## config.mk

```make
export PLATFORM = sky130hd
export DESIGN_NAME = instr_fetch_unit
export DESIGN_NICKNAME = d
export VERILOG_FILES = /design/src/rtl/fetch_pkg.sv /design/src/rtl/next_pc_calc.sv /design/src/rtl/instr_fetch_unit.sv
export SDC_FILE = /design/constraint.sdc
export NUM_CORES = 1
export LEC_CHECK = 0
export ABC_AREA = 1
export BUFFER_PORTS_ARGS = -buffer_cell sky130_fd_sc_hd__buf_2
export CORE_AREA = 2 2 224 226
export CTS_CLUSTER_DIAMETER = 30
export DETAILED_ROUTE_END_ITERATION = 8
export DIE_AREA = 0 0 226 228
export SLEW_MARGIN = 10
export SYNTH_ARGS = -nofsm -noshare
export SYNTH_HDL_FRONTEND = slang
export SYNTH_SLANG_ARGS = --single-unit
```

## constraint.sdc

```tcl
create_clock -name CLK -period 4.94 [get_ports CLK]
set_input_delay 0.988 -clock CLK [delete_from_list [all_inputs] [get_ports CLK]]
set_output_delay 0.988 -clock CLK [all_outputs]
set_load 0.02 [all_outputs]
```

## src/rtl/fetch_pkg.sv

```systemverilog
// Shared types and constants for the instruction fetch stage.
package fetch_pkg;

    localparam int unsigned INSTR_W  = 32;
    localparam logic [63:0] PC_INC   = 64'd4;
    localparam int unsigned BR_SHIFT = 2;

    typedef enum logic [1:0] {
        S_IDLE  = 2'd0,
        S_FETCH = 2'd1,
        S_ISSUE = 2'd2
    } fetch_state_e;

    // Unconditional branch dominates; Zero only matters for a conditional branch.
    function automatic logic branch_taken(input logic branch, input logic uncond,
                                          input logic zero);
        return uncond | (branch & zero);
    endfunction

endpackage

```

## src/rtl/next_pc_calc.sv

```systemverilog
// Next-PC selection: sequential step or PC-relative branch target, modulo 2^PC_W.
module next_pc_calc
    import fetch_pkg::*;
#(
    parameter int unsigned PC_W = 64
) (
    input  logic [PC_W-1:0] pc_i,
    input  logic [63:0]     offset_i,
    input  logic            branch_i,
    input  logic            uncond_i,
    input  logic            zero_i,
    output logic [PC_W-1:0] next_pc_o
);

    logic [PC_W-1:0] offset_bytes;
    logic            taken;

    always_comb begin
        // Offset is in words; the top bits shifted out are intentionally dropped.
        offset_bytes = offset_i[PC_W-1:0] << BR_SHIFT;
        taken        = branch_taken(branch_i, uncond_i, zero_i);
        if (taken) begin
            next_pc_o = pc_i + offset_bytes;
        end else begin
            next_pc_o = pc_i + PC_W'(PC_INC);
        end
    end

endmodule

```

## src/rtl/instr_fetch_unit.sv

```systemverilog
// Fetch stage: holds the PC, fetches over req/ready, issues over valid/ack.
module instr_fetch_unit
    import fetch_pkg::*;
#(
    parameter int unsigned PC_W     = 64,
    parameter logic [63:0] RESET_PC = 64'h0
) (
    input  logic               CLK,
    input  logic               Reset,
    output logic               imem_req,
    output logic [PC_W-1:0]    imem_addr,
    input  logic               imem_ready,
    input  logic [INSTR_W-1:0] imem_rdata,
    output logic [INSTR_W-1:0] instr_out,
    output logic               instr_valid,
    input  logic               instr_ack,
    output logic [PC_W-1:0]    pc_out,
    input  logic [63:0]        SignExtImm64,
    input  logic               Branch,
    input  logic               Uncondbranch,
    input  logic               Zero
);

    localparam logic [PC_W-1:0] RESET_PC_ALIGNED = RESET_PC[PC_W-1:0] & ~PC_W'(3);

    fetch_state_e       state_q, state_d;
    logic [PC_W-1:0]    pc_q, pc_d;
    logic [PC_W-1:0]    pc_out_q, pc_out_d;
    logic [INSTR_W-1:0] instr_q, instr_d;
    logic [PC_W-1:0]    next_pc;

    next_pc_calc #(
        .PC_W (PC_W)
    ) u_next_pc_calc (
        .pc_i      (pc_out_q),
        .offset_i  (SignExtImm64),
        .branch_i  (Branch),
        .uncond_i  (Uncondbranch),
        .zero_i    (Zero),
        .next_pc_o (next_pc)
    );

    always_comb begin
        state_d  = state_q;
        pc_d     = pc_q;
        pc_out_d = pc_out_q;
        instr_d  = instr_q;
        unique case (state_q)
            S_IDLE: begin
                state_d = S_FETCH;
            end
            S_FETCH: begin
                if (imem_ready) begin
                    instr_d  = imem_rdata;
                    pc_out_d = pc_q;
                    state_d  = S_ISSUE;
                end
            end
            S_ISSUE: begin
                // Branch inputs are only meaningful in the ack cycle.
                if (instr_ack) begin
                    pc_d    = next_pc;
                    state_d = S_FETCH;
                end
            end
            default: begin
                state_d = S_IDLE;
            end
        endcase
    end

    always_ff @(posedge CLK or posedge Reset) begin
        if (Reset) begin
            state_q  <= S_IDLE;
            pc_q     <= RESET_PC_ALIGNED;
            pc_out_q <= RESET_PC_ALIGNED;
            instr_q  <= '0;
        end else begin
            state_q  <= state_d;
            pc_q     <= pc_d;
            pc_out_q <= pc_out_d;
            instr_q  <= instr_d;
        end
    end

    // Handshake outputs decode straight from the state register so reset drops them at once.
    assign imem_req    = (state_q == S_FETCH);
    assign instr_valid = (state_q == S_ISSUE);
    assign imem_addr   = pc_q;
    assign instr_out   = instr_q;
    assign pc_out      = pc_out_q;

endmodule

```

==> Word level (Yosys, flattened, before mapping) <==
Index checks and enable logic that the tools add are counted.
Widths: inputs -> output; s select.
{ "totals": {"regBits": 162, "input_bits": 103, "out_inout_bits": 162, "elab_cells": 20} }
{ "classes": {"n_addsub": 2, "eq_ne": 4, "n_mux": 4, "n_bitwise": 2, "reduce_logical": 4} }
{ "ops": {"columns": ["op", "n"], "rows": [
  ["$add 64x3->64 const B", 1],
  ["$add 64x64->64", 1],
  ["$mux 64", 1],
  ["$pmux 2 s3", 1],
  ["$reduce_and 2->1", 3],
  ["$mux 2", 2],
  ["$ne 2x1->1 const B", 2],
  ["$eq 2x1->1 const B", 1],
  ["$eq 2x2->1 const B", 1],
  ["$logic_not 2->1", 1],
  ["$and 1x1->1", 1],
  ["$or 1x1->1", 1]
]} }

==> Longest topological paths before layout <==
Gate-level depths: netlist of the first run.
{ "depth": {"word_depth": 3, "mapped_depth": 21} }

==> Cells and area by module <==
Synthesis of the first run repeated with hierarchy kept, for this count alone.
{ "hier_totals": {"cells_unflattened": 2083, "hier_area_um2": 12903.6} }
{ "modules_own_cells": {"columns": ["module", "n_inst", "cells_each", "area_each_um2"], "rows": [
  ["instr_fetch_unit", 1, 725, 6696.4],
  ["next_pc_calc", 1, 1358, 6207.2]
]} }

==> Least setup slack after synthesis of the first run <==
No wires, ideal clock.
{ "synth_path": {"path_type": "input to register", "startpoint": "input port Branch", "endpoint": "register pc_q[62], in the netlist imem_addr[62]", "t_arrival_ns": 3.204, "required_ns": 4.822, "path_slack_ns": 1.618, "stages": 19, "path_buffers": 1, "cell_sequence": "nand2_1 > inv_1 > nor2_1 > clkbuf_1 > or2_2 > ha_1 > inv_1 > fa_1 > nor2_1 > or2_1 > nand3_1 > nand2_1 > nand2_1 > nand2_2 > nand2_1 > nand2_1 > nand2_1 > nand3_1 > nand2_1"} }
{ "synth_between": {"elab_chain_len": 3} }
{ "synth_rtl": {"columns": ["item", "line", "source"], "rows": [
  ["from (decl)", "instr_fetch_unit.sv:19", "input logic Branch,"],
  ["$and 1x1->1", "fetch_pkg.sv:17", "return uncond | (branch & zero);"],
  ["$or 1x1->1", "fetch_pkg.sv:17", null],
  ["$mux 64", "next_pc_calc.sv:22", "if (taken) begin"],
  ["to (signal assigned)", "instr_fetch_unit.sv:80", "pc_q <= pc_d;"],
  ["to (decl)", "instr_fetch_unit.sv:27", "logic [PC_W-1:0] pc_q, pc_d;"]
]} }
Every way passes these cells.
A chain may end at the register's enable or synchronous reset.

==> Final worst setup path of the first run <==
{ "layout_path": {"startpoint": "input port Branch", "endpoint": "register pc_q[61], in the netlist imem_addr[61]"} }
Same word-level chain as after synthesis.

==> summary.txt, run 1 <==
Final layout
  • Commonest non-fill, non-tap cell in the layout: nand2_1
  • Proportion of layout cells with a drive suffix above 1: 0.2163
  • Fillers: about 5,600
  • Most frequent cells in the layout: 624 x nand2_1, 370 x inv_1, 262 x buf_2
  • Layout area overhead: 22.07%
  • Diodes inserted: 0
  • Nets@finish: around 2,200

GRT
  • First-pass GRT wire length: between 60,000 and 70,000 um
  • Antenna violations before repair: 0
  • Congestion Overflow GR: 0
  • GRT Util Overall: 0.1690
  • Vias in the first global route: 11,060
  • Pin count of the biggest net entering global routing: 163

Routing
  • Routed WL per cell: 15.46 um
  • Via Count: 11,350
  • # DRC: 0
  • 1st-pass router iterations: 5
  • WL final: ~42,000 um
  • 1st-iter DRT viols: a little under 700
  • Vias per cell: between 4 and 5
  • Post-route ant nets: 0

Logic synthesis
  • Leading area contributor after synthesis: dfrtp_1
  • Asr flop ratio synth: 1.000
  • Share of the synthesized area in the top cell type: 0.3350
  • Synth warn: 0
  • Post-synth net total: around 2,000
  • Synth unique cells: 38
  • Syn Inst Count: ~1,800
  • #FFs+latches synth: 162
  • Post-synth EDFFs: 0
  • Post-synthesis sequential area ratio: 0.3350
  • Mapped cell area: between 10,000 and 15,000 um2
  • Most area-consuming cells after synthesis: dfrtp_1 33%, nand2_1 19%, inv_1 12%
  • Avg Cell Area, Syn: between 6 and 7 um2
  • Primary FF master, synth: dfrtp_1

Critical path
  • WP data required: between 5 and 6 ns
  • Slowest cell on crit path: ha_1
  • Data arrival, critical path: ~3.7 ns
  • Most frequent CP cell: nand2_1
  • FF-to-FF Start: pc_out[2]
  • Worst-path cell chain: buf_2, nand2_1, inv_1, nor2_4, buf_4, nor2_1, ha_1, nand2_1, nor2_1, nand2_1, nor2_1, o21ai_0, nand2_1, nand2_1, nand2_1, nand2_1, nand3_1, nand2_1
  • R2R Setup Slk: between 2 and 2.5 ns
  • Nature of the critical path startpoint: primary input
  • Worst path top cell family by delay: simple AND/OR/NAND/NOR gates
  • RR Endpoint: imem_addr[62]
  • R2R depth: 14
  • Number of buffers and inverters on the critical path: 3
  • Worst-path fanout max: 29
  • WS Path Type: in2reg
  • Kind of end point of the critical path: flip-flop
  • Max incr delay on CP: 0.40 ns

Clock network
  • # resized after CTS: 0
  • CTS tree: yes
  • H-tree Lvls: 4
  • TritonCTS Sinks: approximately 160
  • Clk slew on worst S/H paths: 0.07 ns
  • Worst-case clock buffer depth: 2
  • CTS buffer count: 17
  • Root buf cell: clkbuf_16
  • Setup bufs post-CTS: 0
  • Hold Buf Count CTS: 0
  • Clock Latency Late Sink: just under 0.5 ns

Placed design
  • IO buf count: roughly 260
  • DP HPWL: between 30,000 and 40,000 um
  • GPL Wtd Cong: ~0.94

Floorplanning
  • Die Footprint: between 50,000 and 60,000 um2
  • # IOs: 265
  • Die H: 228 um
  • Die X: ~230 um
  • Initial Util: 0.2452
  • Cell row count: ~80
  • Placeable Area: roughly 49,000 um2

Power and ir drop
  • Sw Pwr: slightly above 4 mW
  • Seq pwr share: 0.278
  • Power Dens Cells: around 580 nW/um2
  • P_int: between 4 and 5 mW
  • Comb power frac: 0.561
  • Lkg Pwr: between 8 and 9 nW
  • Clock group share of total power: 0.160
  • Worst VDD drop: 0.2995 mV
  • Design Power: 8.516 mW
  • Sw Share: 0.4884

Job
  • Max capacitance violation total: 0

STA
  • Final slew viol count: 0
  • Tightest Pin Transition: a little over 1 ns
  • Fmax: roughly 0.3 GHz
  • Final Setup Violations: 0
  • Clock Skews: approximately 0.017 ns
  • Setup TNS: 0 ns
  • Worst slew margin: 0.3083
  • Minimum clock period: 3.341 ns
  • Final worst-path cycle share: 0.6764
  • Min Hold Slack: 0.5032 ns
  • RSZ-0062 raised after global routing: no
  • Final Hold Fails: 0

Worst hold path
  • Hold path cells: 1
  • Worst Min Path Start: instr_out[10]
  • Hold endpoint: instr_out[10]
  • Worst min path class: reg2reg

Outcome
  • Status: completed
[registers in the layout, indices dropped and copies added (netlist names)]
register,cells
state_q,2
pc_out,64
imem_addr,64
instr_out,32
[metal layers]
layer	share of wire	global-route usage	wire length (um)	up-vias
li1	-	-	-	5942
met1	0.45	0.2108	18860	5151
met2	0.50	0.2950	21020	220
met3	0.040	0.02769	1713	33
met4	0.018	0.05381	761	0
met5	0	0	0	-
[per-stage QoR]
| step | cells | cell area (um2) | utilization | worst slack (ns) |
|---|---|---|---|---|
| final | 2739 | 14770 | 0.2994 | 1.599 |
| after global routing | 2739 | 14770 | 0.2994 | 1.392 |
| after CTS | 2739 | 14770 | 0.2994 | 1.590 |
| after detailed placement | 2707 | 14200 | 0.2878 | 1.086 |
| after global placement | 2707 | 14200 | 0.2878 | 1.087 |
| after floorplan | 1799 | 12110 | - | 1.618 |
[how the worst max path moves through the flow]
stage,startpoint,end,slack [ns],cells after the start
floorplan,Branch,imem_addr[62],1.62,19
global placement,Branch,imem_addr[61],1.09,18
detailed placement,Branch,imem_addr[61],1.09,18
CTS,Branch,imem_addr[61],1.59,18
global route,Branch,imem_addr[61],1.39,18
finish,Branch,imem_addr[61],1.60,18
[logic make-up (layout without fill, tap and decap cells)]
logic type,Yosys count,after routing,synth area share
compound gates,107,107,0.04735
xor+xnor,27,27,0.01954
fa+ha+maj,62,62,0.06472
buf+inv,409,677,0.1286
flops,162,162,0.3350
mux,84,84,0.07816
simple gates,948,948,0.3267
[layout make-up]
class | instances | area (um2) | share of cell area
well taps | 672 | 840.8 | 0.05691
clock buffers | 21 | 440.4 | 0.02981
repair buffers | 268 | 1381 | 0.09350
multi-input cells | 1228 | 6510 | 0.4406
clock inverters | 11 | 128.9 | 0.008723
inverters | 377 | 1419 | 0.09604
flip-flops and latches | 162 | 4054 | 0.2744
[power by group through the flow]
stage / Clock [mW] / Sequential, mW / Combinational (mW)
6_report: 1.36 / 2.37 / 4.78
5_1_grt: 1.47 / 2.47 / 5.30
4_1_cts: 1.41 / 2.38 / 4.86
3_5_place_dp: 0 / 2.40 / 4.84
3_3_place_gp: 0 / 2.39 / 4.81
2_1_floorplan: 0 / 3.04 / 2.54
[cell usage after synthesis, types with 3 or more instances]
cell and count:
clkbuf_1 17, nand4_1 9, nor3_2 8, nand2_2 17, buf_2 11, dfrtp_1 162
nor2_1 164, xor2_1 3, o21bai_1 6, a21oi_1 43, nand2_1 626, or2_2 3
o21ai_1 15, nor3_1 5, nand3_2 5, nor2_2 17, mux2_2 84, ha_1 61
nand3b_1 8, xnor2_1 24, inv_2 4, nand3_1 76, o21ai_0 38, inv_1 371
Power figures use the tool's default switching activity.
==> run 2: changes to the inputs <==
- clock period: 4.94 -> 2.7 ns (I/O delays scaled with it)
==> run 2 against run 1 <==
Sequential power is 84% higher. Core utilization grew 3.4 points. Final area increased by 11%. Clock skew shrank 0.0042 ns. Sequential share of layout area down 2.8 points. Worst setup slack worse by 1.5 ns. Critical path type unchanged. Critical endpoint is now imem_addr[25]. Largest power group unchanged.
==> summary.txt, run 2 (synthesized netlist as in run 1, its figures left out) <==
Job
  • Max capacitance violation total: 0 (unchanged)

Power and ir drop
  • Power Dens Cells: 1045 nW/um2 (+81%)
  • Worst VDD drop: 0.4665 mV (+56%)
  • Design Power: 17.19 mW (+100%)
  • Lkg Pwr: 9.592 nW (+12%)

Final layout
  • Layout Utilization: 0.3333 (+0.03392)
  • Proportion of layout cells with a drive suffix above 1: 0.2900 (+0.07371)
  • Layout area overhead: 35.90%
  • Most frequent cells in the layout: 622 x nand2_1, 370 x inv_1, 262 x buf_2
  • Nets@finish: 2,405 (+8.4%)
  • Commonest non-fill, non-tap cell in the layout: nand2_1
  • Fillers: 5,416 (-3.5%)

STA
  • Final Setup Violations: 0 (unchanged)
  • Clock Skews: 0.01284 ns (-0.004151 ns)
  • Final Hold Fails: 0 (unchanged)
  • Minimum clock period: approximately 2.6 ns
  • Fmax: 0.3858 GHz
  • RSZ-0062 raised after global routing: yes
  • Final slew viol count: 0 (unchanged)
  • Setup TNS: 0 ns (unchanged)
  • Tightest Pin Transition: 0.5933 ns (-0.4443 ns)
  • Final WS setup: 0.1082 ns (-1.491 ns)
  • Final worst-path cycle share: 0.9599
  • Worst slew margin: 0.6045 (+0.2962)

Clock network
  • Worst-case clock buffer depth: 2 (unchanged)
  • Clk slew on worst S/H paths: 0.06 ns (about the same)
  • H-tree Lvls: 4 (unchanged)
  • CTS tree: yes
  • Root buf cell: clkbuf_16
  • CTS buffer count: 17 (unchanged)
  • TritonCTS Sinks: 162 (unchanged)
  • Hold Buf Count CTS: 0 (unchanged)
  • Clock Latency Late Sink: 0.49 ns (about the same)

Critical path
  • WP data required: 3.05 ns (-2.27 ns)
  • WS Path Type: in2reg
  • Worst-path fanout max: 15 (-48%)
  • R2R Setup Slk: 0.45 ns (-1.97 ns)
  • Kind of end point of the critical path: flip-flop
  • Data arrival, critical path: 2.94 ns (-0.78 ns)
  • Nature of the critical path startpoint: primary input

GRT
  • Congestion Overflow GR: 0 (unchanged)
  • GRT Util Overall: 0.1707 (+0.001735)
  • First-pass GRT wire length: 66,140 um (+2.2%)
  • Pin count of the biggest net entering global routing: 85 (-48%)
  • Antenna violations before repair: 1 (+1)
  • Vias in the first global route: 11,760 (+6.3%)

Routing
  • WL final: 43,060 um (+1.7%)
  • # DRC: 0 (unchanged)
  • Via Count: 12,050 (+6.2%)
  • 1st-pass router iterations: 5 (unchanged)
  • 1st-iter DRT viols: 778 (+15%)
  • Routed WL per cell: 14.72 um (-4.8%)
  • Post-route ant nets: 0 (unchanged)
  • Vias per cell: 4.121 (-0.52%)

Floorplanning
  • # IOs: 265 (unchanged)
  • Die X: 226 um (unchanged)
  • Die Footprint: 51,530 um2 (unchanged)
  • Initial Util: 0.2452 (unchanged)
  • Cell row count: 82 (unchanged)
  • Placeable Area: 49,350 um2 (unchanged)
  • Die H: 228 um (unchanged)

Worst hold path
  • Worst min path class: in2async

Placed design
  • GPL Wtd Cong: 0.9476 (+1.3%)
  • Post-Place Setup Slack: -0.4079 ns (-1.494 ns)
  • IO buf count: 262 (unchanged)
  • DP HPWL: 35,690 um (+3.4%)

Outcome
  • Status: completed
-- run 2: changes by cell type in the layout (fill, tap and decap cells not counted), moves of 3 or more --
cell       change
ha_1           -3
nor2_1        -12
bufinv_16      +3
ha_2           +3
inv_6          -3
nor2_2        +11
buf_4        +178
buf_12         +6
-- run 2: cell type report --
type | count | area, um2 | area share
inverters | 377 | 1419 | 0.08626
diodes | 1 | 2.502 | 0.0001521
multi-input cells | 1228 | 6609 | 0.4018
clock buffers | 21 | 450.4 | 0.02738
flip-flops and latches | 162 | 4054 | 0.2465
clock inverters | 10 | 182.7 | 0.01111
repair buffers | 454 | 2890 | 0.1757
well taps | 672 | 840.8 | 0.05112
-- run 2: report_power, final --
group / switching [mW] / internal [mW] / total [mW]
sequential: 0.809 / 3.54 / 4.35
clock: 1.07 / 1.65 / 2.73
combinational: 5.96 / 4.14 / 10.1
total: 7.85 / 9.34 / 17.2
-- run 2: metal layers --
layer	vias to the layer above	share of wire	wire length, um	track usage
met5	-	0	0	0
met4	0	0.020	864	0.05112
met3	40	0.043	1873	0.03156
met2	236	0.49	21060	0.2957
met1	5460	0.45	19260	0.2140
li1	6317	-	-	-
-- run 2: final timing paths --
path	cells past startpoint	from	endpoint
setup / recovery	16	Branch	imem_addr[25]
hold / removal	3	Reset	instr_out[0]
setup reg to reg	9	pc_out[23]	imem_addr[25]
hold reg to reg	1	instr_out[14]	instr_out[14]
max in group asynchronous	3	Reset	imem_addr[1]
min in group CLK	2	imem_rdata[5]	instr_out[5]
-- run 2: timing repair --
item	in CTS	in global routing
setup buffers	0	5
gates resized for setup	0	29
hold endpoints to repair	0	0
setup endpoints to repair	0	27
-- run 2: per-stage QoR --
stage,instance area (um2),hold slack (ns),cells
detailed placement,15630,0.4877,2887
global placement,15630,0.4823,2887
finish,16450,0.1670,2925
global route,16450,0.1834,2925
CTS,16260,0.1531,2918
floorplan,12110,0.4817,1799
-- run 2: worst max-delay path, cell delays in order --
cell       delay [ns]
buf_2            0.09
nand2_1          0.05
inv_1            0.05
nor2_4           0.12
buf_12           0.14
clkbuf_16        0.19
nor2_1           0.06
ha_1             0.33
nand2_1          0.15
nor2_1           0.08
buf_4            0.13
a21oi_1          0.30
nand3_2          0.25
buf_4            0.22
xnor2_2          0.14
o21ai_1          0.07
